[config.mk]
export PLATFORM = sky130hd
export DESIGN_NAME = load_store_unit
export DESIGN_NICKNAME = d
export VERILOG_FILES = /design/src/rtl/load_store_unit.sv
export SDC_FILE = /design/constraint.sdc
export NUM_CORES = 1
export LEC_CHECK = 0
export ABC_CLOCK_PERIOD_IN_PS = 2600
export CORE_MARGIN = 2
export CORE_UTILIZATION = 45
export CTS_CLUSTER_DIAMETER = 50
export CTS_CLUSTER_SIZE = 10
export DETAILED_ROUTE_END_ITERATION = 12
export GPL_ROUTABILITY_DRIVEN = 0
export PLACE_DENSITY = 0.77
export SLEW_MARGIN = 20
export SYNTH_ARGS = -nofsm -noshare
export SYNTH_HDL_FRONTEND = slang
export SYNTH_SLANG_ARGS = --single-unit
[constraint.sdc]
create_clock -name clk -period 2.6 [get_ports clk]
set_input_delay 0.78 -clock clk [delete_from_list [all_inputs] [get_ports clk]]
set_output_delay 0.78 -clock clk [all_outputs]
set_load 0.005 [all_outputs]
[src/rtl/load_store_unit.sv]
// Load/store initiator for a word-wide data memory: sub-word loads by lane
// extraction and sign/zero extension, sub-word stores by read-modify-write.
module load_store_unit #(
    parameter int unsigned MEM_LATENCY = 1
) (
    input  logic        clk,
    input  logic        reset_n,
    input  logic        req_valid,
    output logic        req_ready,
    input  logic        req_write,
    input  logic [1:0]  req_size,
    input  logic        req_unsigned,
    input  logic [31:0] req_addr,
    input  logic [31:0] req_wdata,
    output logic        resp_valid,
    output logic [31:0] resp_rdata,
    output logic        resp_err,
    output logic [31:0] mem_address,
    output logic [31:0] mem_data_input,
    output logic        mem_read,
    output logic        mem_write,
    input  logic [31:0] mem_data_out,
    output logic [1:0]  dbg_state
);

    // Handshake: a request transfers on a rising edge where req_valid && req_ready;
    // req_ready is high only in IDLE, and resp_valid is a single-cycle completion
    // pulse that needs no acknowledge.

    typedef enum logic [1:0] {
        IDLE = 2'd0,
        RD   = 2'd1,
        WR   = 2'd2,
        RESP = 2'd3
    } state_t;

    localparam logic [3:0] CNT_INIT = 4'(MEM_LATENCY - 1);

    state_t      state;
    state_t      state_next;
    logic [3:0]  cnt;
    logic [3:0]  cnt_next;

    logic        lat_write;
    logic [1:0]  lat_size;
    logic        lat_unsigned;
    logic [1:0]  lat_lane;
    logic [15:0] lat_wdata;
    logic        lat_err;
    logic [31:0] rdata_q;

    logic        accept;
    logic        req_misaligned;
    logic        rd_done;
    logic [7:0]  byte_sel;
    logic [15:0] half_sel;
    logic [31:0] load_val;

    // Size 2'b11 is handled exactly like a word, so size[1] alone means "word".
    assign req_misaligned = (req_size == 2'b01 && req_addr[0]) ||
                            (req_size[1] && req_addr[1:0] != 2'b00);
    assign accept  = req_valid && (state == IDLE);
    assign rd_done = (state == RD) && (cnt == 4'd0);

    assign dbg_state = state;

    function automatic logic [31:0] merge_lane(
        input logic [31:0] word,
        input logic [1:0]  size,
        input logic [1:0]  lane,
        input logic [15:0] wdata
    );
        logic [31:0] merged;
        merged = word;
        if (size == 2'b00) begin
            merged[{lane, 3'b000} +: 8] = wdata[7:0];
        end else if (size == 2'b01) begin
            merged[{lane[1], 4'b0000} +: 16] = wdata;
        end
        return merged;
    endfunction

    always_ff @(posedge clk or negedge reset_n) begin
        if (!reset_n) begin
            state <= IDLE;
            cnt   <= 4'd0;
        end else begin
            state <= state_next;
            cnt   <= cnt_next;
        end
    end

    // Strobes decode straight from the state register so an async reset
    // drops mem_write in the same instant.
    always_comb begin
        state_next = state;
        cnt_next   = cnt;
        req_ready  = 1'b0;
        mem_read   = 1'b0;
        mem_write  = 1'b0;
        resp_valid = 1'b0;
        unique case (state)
            IDLE: begin
                req_ready = 1'b1;
                if (req_valid) begin
                    if (req_misaligned) begin
                        state_next = RESP;
                    end else if (req_write && req_size[1]) begin
                        state_next = WR;
                    end else begin
                        state_next = RD;
                        cnt_next   = CNT_INIT;
                    end
                end
            end
            RD: begin
                mem_read = 1'b1;
                if (cnt == 4'd0) begin
                    state_next = lat_write ? WR : RESP;
                end else begin
                    cnt_next = cnt - 4'd1;
                end
            end
            WR: begin
                mem_write  = 1'b1;
                state_next = RESP;
            end
            RESP: begin
                resp_valid = 1'b1;
                state_next = IDLE;
            end
        endcase
    end

    always_ff @(posedge clk or negedge reset_n) begin
        if (!reset_n) begin
            lat_write      <= 1'b0;
            lat_size       <= 2'b00;
            lat_unsigned   <= 1'b0;
            lat_lane       <= 2'b00;
            lat_wdata      <= 16'd0;
            lat_err        <= 1'b0;
            rdata_q        <= 32'd0;
            mem_address    <= 32'd0;
            mem_data_input <= 32'd0;
        end else begin
            if (accept) begin
                lat_write    <= req_write;
                lat_size     <= req_size;
                lat_unsigned <= req_unsigned;
                lat_lane     <= req_addr[1:0];
                lat_wdata    <= req_wdata[15:0];
                lat_err      <= req_misaligned;
                mem_address  <= {req_addr[31:2], 2'b00};
                if (req_write && req_size[1] && !req_misaligned) begin
                    mem_data_input <= req_wdata;
                end
            end
            // Merged word is registered here so it is stable for the whole WR cycle
            // and still held through RESP.
            if (rd_done) begin
                rdata_q <= mem_data_out;
                if (lat_write) begin
                    mem_data_input <= merge_lane(mem_data_out, lat_size, lat_lane, lat_wdata);
                end
            end
        end
    end

    assign byte_sel = rdata_q[{lat_lane, 3'b000} +: 8];
    assign half_sel = rdata_q[{lat_lane[1], 4'b0000} +: 16];

    always_comb begin
        load_val = rdata_q;
        if (lat_size == 2'b00) begin
            load_val = {{24{byte_sel[7] & ~lat_unsigned}}, byte_sel};
        end else if (lat_size == 2'b01) begin
            load_val = {{16{half_sel[15] & ~lat_unsigned}}, half_sel};
        end
    end

    assign resp_err   = resp_valid && lat_err;
    assign resp_rdata = (resp_valid && !lat_write && !lat_err) ? load_val : 32'd0;

endmodule

**Word level (Yosys, flattened, before mapping)**

Index checks and enable logic that the tools add are counted.

- Multiplexer cells: 26
- Equality and inequality tests: 10
- Reduce and logical (&&, ||, !) cells: 20
- Shift-type cells: 6
- Bitwise operators: 3
- Add/subtract/negate cells: 3

Operators with widths:

| operator | number |
|---|---|
| 32-bit 2-to-1 mux | 9 |
| 32-bit bitwise mux | 2 |
| 16-bit by 7-bit variable shift with 32-bit output, first input constant | 1 |
| 8-bit by 7-bit variable shift with 32-bit output, first input constant | 1 |
| 16-bit by 7-bit indexed part select with 32-bit output | 1 |
| 32-bit by 6-bit indexed part select with 16-bit output | 1 |
| 32-bit by 6-bit indexed part select with 8-bit output | 1 |
| 8-bit by 7-bit indexed part select with 32-bit output | 1 |
| 4-bit 2-to-1 mux | 4 |
| 5-bit negator with 7-bit output | 2 |
| 1-bit logical AND | 9 |
| 2-bit 2-to-1 mux | 4 |
| 2-bit != test, second input constant | 4 |
| 2-bit case mux with 4 select lines | 1 |
| 4-bit case mux with 2 select lines | 1 |
| 2-bit by 1-bit equality test with 1-bit output, second input constant | 3 |
| 1-bit 2-to-1 mux | 5 |
| 5-bit AND reduction | 1 |
| 2-bit equality test, second input constant | 2 |
| 2-bit logical NOT | 2 |
| 4-bit logical NOT | 1 |
| 2-bit nonzero test | 2 |
| 4-bit by 1-bit subtractor with 4-bit output, second input constant | 1 |
| 1-bit logical NOT | 3 |
| other kinds (5) | 6 |

- Output and inout bits: 103
- Bits in registers: 123
- Bits of input ports: 103

**Depth between registers and ports, before layout**

Gate-level depths: netlist (run 1).

- Depth in word-level cells: 9
- Depth in mapped cells: 10

**Worst setup path before layout (run 1)**

Ideal clock, no wire load.

- Path kind: register to output
- From: reg lat_lane[1]
- To: out resp_rdata[21]
- Stages on the path, launching flop included: 5
- Required time: 1820 ps
- Buffers on the path: 1
- Path slack: 214 ps
- Arrival time: 1606 ps
- Cell sequence: dfrtp_1 > mux4_2 > a21oi_1 > buf_2 > nor3_1

- Word-level cells in the longest chain between the ends: 5
- Elaborated cells on any way between the ends: 7
- Those cells by class: shift: 2; mux: 3; bitwise: 2

RTL lines:

| element | line | text |
|---|---|---|
| start, declared | 47 | `logic [1:0] lat_lane;` |
| start signal, assigned | 151 | `lat_lane <= req_addr[1:0];` |
| 32-bit by 6-bit indexed part select with 16-bit output | 171 | `assign half_sel = rdata_q[{lat_lane[1], 4'b0000} +: 16];` |
| 1-bit AND | 178 | `load_val = {{16{half_sel[15] & ~lat_unsigned}}, half_sel};` |
| 32-bit 2-to-1 mux | 177 | `end else if (lat_size == 2'b01) begin` |
| 32-bit 2-to-1 mux * | 175 | `if (lat_size == 2'b00) begin` |
| 32-bit 2-to-1 mux * | 183 | `assign resp_rdata = (resp_valid && !lat_write && !lat_err) ? load_val : 32'd0;` |
| end, declared | 16 | `output logic [31:0] resp_rdata,` |

Every way passes the cells marked *; elsewhere a longest branch is shown, timed or not.

**Worst setup path after layout (run 1)**

Ends and elaborated chain as after synthesis.

==> impl_metrics.csv, run 1 <==
group,metric,value,unit
layout,mostFrequentLayoutCells,"clkdlybuf4s50_1 (168), dfrtp_1 (121), mux2_2 (81)",
yosys,synthCells,621,
clock_tree,numCtsBuffers,17,
yosys,syn_area_per_cell,10.92,um^2
floorplan,die-area,16070,um^2
global_routing,grt_antenna_before_repair,0,
yosys,synth_area,6783,um^2
clock_tree,clk_path_buf_depth,2,
worst_setup_path,criticalPathCategory,"reg -> out",
worst_setup_path,cpPeakStageDelay,0.55,ns
layout,fin_area,10070,um^2
timing,max-slew-margin-rel,51.95,%
timing,finalHoldViolCount,0,
layout,area_growth,48.51,%
timing,slew_viol_final,0,
pwr,switching_share,37.38,%
layout,final_common_cell,"clkdlybuf4s50_1",
route,vias,6314,
timing,min_period,2.775,ns
timing,finalWorstSetupSlack,-0.1746,ns
min_path,hp-class,"in -> async",
timing,setup_viol,31,
worst_setup_path,cp_cell_sequence,"mux4_2 -> a21oi_4 -> buf_6 -> buf_6 -> nor3_2 -> buf_2",
floorplan,core-area,14640,um^2
floorplan,rows,44,
floorplan,die_h,126.8,um
timing,skew,0.008706,ns
yosys,async_flop_share,100.0,%
pwr,combPwrFrac,51.8,%
global_routing,grt_max_degree,124,
worst_setup_path,slowest_stage,"mux4_2",
worst_setup_path,regToRegStartpoint,"lat_lane[1]",
clock_tree,cts_hold_buf,0,
worst_setup_path,path_delay_family,"multiplexers",
yosys,ys_ff_latch,123,
timing,fmax,360.4,MHz
clock_tree,path_clk_slew,0.06,ns
pwr,p_clk_share,18.0,%
route,routedWlPerCell,20.78,um
worst_setup_path,cp.buffers_inverters,3,
yosys,synth_edf_count,0,
floorplan,start_util,46.32,%
layout,nets,980,
status,status,"finished, violations left",
global_routing,overflow,0,
clock_tree,cts-root-buf,"clkbuf_16",
yosys,synth.area.top_cells,"dfrtp_1 (45%), mux2_2 (13%), mux2i_1 (3.8%)",
pwr,internal_power,7.907,mW
worst_setup_path,crit_required,1.82,ns
placed_design,port_buffers,203,
worst_setup_path,end_kind,"output port",
global_routing,grt_util_all_layers,27.26,%
timing,post-route-period-util,106.7,%
route,antenna_left,0,
worst_setup_path,critPathLaunchType,"flop",
worst_setup_path,crit_top_cell,"buf_6",
layout,antennaDiodeCount,0,
placed_design,postPlaceCellArea,9208,um^2
flow_run,drv_cap,0,
clock_tree,clkLatencyLatePin,0.43,ns
global_routing,grt_pass1_vias,6490,
yosys,synthFlopType,"dfrtp_1",
worst_setup_path,r2r_cells,9,
pwr,powerDensity,1253,nW/um^2
yosys,synth.top_cell.area_share,45.38,%
worst_setup_path,crit_fanout,5,
yosys,synth_top_cell_by_area,"dfrtp_1",
global_routing,grt_pass1_wl,34270,um
yosys,ys_types,54,
layout,drive_above_1_share,31.17,%
worst_setup_path,reg2reg_slack,0.06,ns
clock_tree,htreeDepth,4,
clock_tree,cts.sinks,123,
timing,rsz0062_at_grt,"true",
clock_tree,cts_tree,"built",
worst_setup_path,r2r_end,"mem_data_input[5]",
route,first_iter_violations,446,
placed_design,dp_slack,-0.1526,ns
route,viasPerCell,5.940,
pwr,vdd_drop_max,0.6403,mV
route,drc,0,
floorplan,num_io_pins,206,
yosys,ys_seq_area_share,45.38,%
pwr,p_sw,4.719,mW
floorplan,die-width,126.8,um
status,violations,"setup timing",
route,drt-total-wl,22090,um
pwr,power_leakage,4.427,nW
worst_setup_path,critPathArrivalTime,1.99,ns
timing,tightest_slew,0.7208,ns
placed_design,hpwl,15670,um
yosys,yosys_warnings,0,
pwr,seqPwrFrac,30.1,%
route,dr.pass1.iters,5,
## synth_stat cells (3+ instances only)
library cell,number
a2111oi_0,7
a211oi_1,8
a21o_1,8
a21oi_1,6
a221o_1,8
a221oi_1,18
a311oi_1,7
a31oi_1,24
and3_1,3
buf_2,12
buf_4,3
clkbuf_1,33
dfrtp_1,123
ha_1,11
inv_1,26
mux2_2,81
mux2_4,3
mux2i_1,26
mux4_2,9
nand2_1,62
nand3_1,7
nand4_1,9
nor2_1,14
nor2b_1,26
nor3_1,18
o211ai_1,3
o21a_1,8
o21ai_0,10
o32ai_1,15
or2_2,3
## routing by layer
layer	track usage, %	part of all wire (%)	vias to the layer above
li1	-	-	2806
met1	33.58	38	3099
met2	45.12	49	345
met3	7.718	9.1	64
met4	11.70	4.0	0
met5	0	0	-
## worst max-delay path by stage
| stage | start | end | cells past startpoint |
|---|---|---|---|
| 4_1_cts | lat_lane[1] | resp_rdata[16] | 6 |
| 3_3_place_gp | lat_lane[1] | resp_rdata[1] | 4 |
| 6_report | lat_lane[1] | resp_rdata[21] | 6 |
| 3_5_place_dp | lat_lane[1] | resp_rdata[12] | 5 |
| 2_1_floorplan | lat_lane[1] | resp_rdata[21] | 4 |
| 5_1_grt | lat_lane[1] | resp_rdata[26] | 6 |
## per-stage QoR
step	instances	util, %	hold WS, ns	setup TNS [ns]	total power [mW]
2_1_floorplan	622	-	0.4629	0	6.729
3_3_place_gp	1006	62.88	0.4870	-0.6754	9.310
3_5_place_dp	1006	62.88	0.4944	-1.884	9.522
4_1_cts	1055	67.65	0.4763	-3.021	12.29
5_1_grt	1063	68.79	0.4753	-5.493	13.34
6_report	1063	68.79	0.3812	-3.350	12.63
## cell families (layout without fill, tap and decap cells)
| group | count (synthesis) | in the layout | share of synthesized area [%] |
|---|---|---|---|
| AO/OA/AOI/OAI | 133 | 133 | 15.03 |
| adder cells (fa/ha/maj) | 11 | 11 | 2.029 |
| buffers and inverters | 78 | 334 | 4.925 |
| flip-flops | 123 | 123 | 45.38 |
| multiplexers | 119 | 119 | 20.94 |
| other | 1 | 2 | 0.05529 |
| AND/OR/NAND/NOR | 156 | 157 | 11.64 |
## sequential cells by signal, indices dropped and copies added (netlist names)
signal / flops
cnt: 4
dbg_state: 2
lat_err: 1
lat_lane: 2
lat_size: 2
lat_unsigned: 1
lat_wdata: 16
lat_write: 1
mem_address: 30
mem_data_input: 32
rdata_q: 32
## repair_timing
item / in CTS / in global routing
gates resized for setup: 165 / 24
buffers inserted: 16 / 6
cloned: 1 / 2
setup endpoints to repair: 34 / 47
pin swaps: 18 / 15
## power by group through the flow
stage	clock [mW]	sequential, mW	combinational [mW]
detailed placement	0	3.78	5.74
CTS	2.29	3.76	6.24
global placement	0	3.73	5.58
global route	2.39	3.89	7.05
finish	2.27	3.81	6.55
floorplan	0	3.51	3.22
## area by class of cell
class | count | area, um^2
multi-input combinational | 422 | 3541
timing repair buffer | 276 | 2556
sequential | 123 | 3080
clock buffer | 17 | 425.4
tap | 184 | 230.2
clock inverter | 15 | 142.6
inverter | 26 | 97.59
fill | 1079 | 4571
(Power assumes the default switching activity.)
==> run 2: changes to the inputs <==
--- a/config.mk
+++ b/config.mk
@@ -12,6 +12,7 @@
 export CTS_CLUSTER_SIZE = 10
 export DETAILED_ROUTE_END_ITERATION = 12
 export GPL_ROUTABILITY_DRIVEN = 0
+export GPL_TIMING_DRIVEN = 1
 export PLACE_DENSITY = 0.77
 export SLEW_MARGIN = 20
 export SYNTH_ARGS = -nofsm -noshare
==> results of run 2 <==
No change in the layout: final DEF, timing and power equal those of run 1.
==> run 3: changes to the inputs <==
--- a/config.mk
+++ b/config.mk
@@ -8,7 +8,7 @@
 export ABC_CLOCK_PERIOD_IN_PS = 2600
 export CORE_MARGIN = 2
 export CORE_UTILIZATION = 45
-export CTS_CLUSTER_DIAMETER = 50
+export CTS_CLUSTER_DIAMETER = 60
 export CTS_CLUSTER_SIZE = 10
 export DETAILED_ROUTE_END_ITERATION = 12
 export GPL_ROUTABILITY_DRIVEN = 0
==> results of run 3 <==
No change in the layout: final DEF, timing and power equal those of run 1.
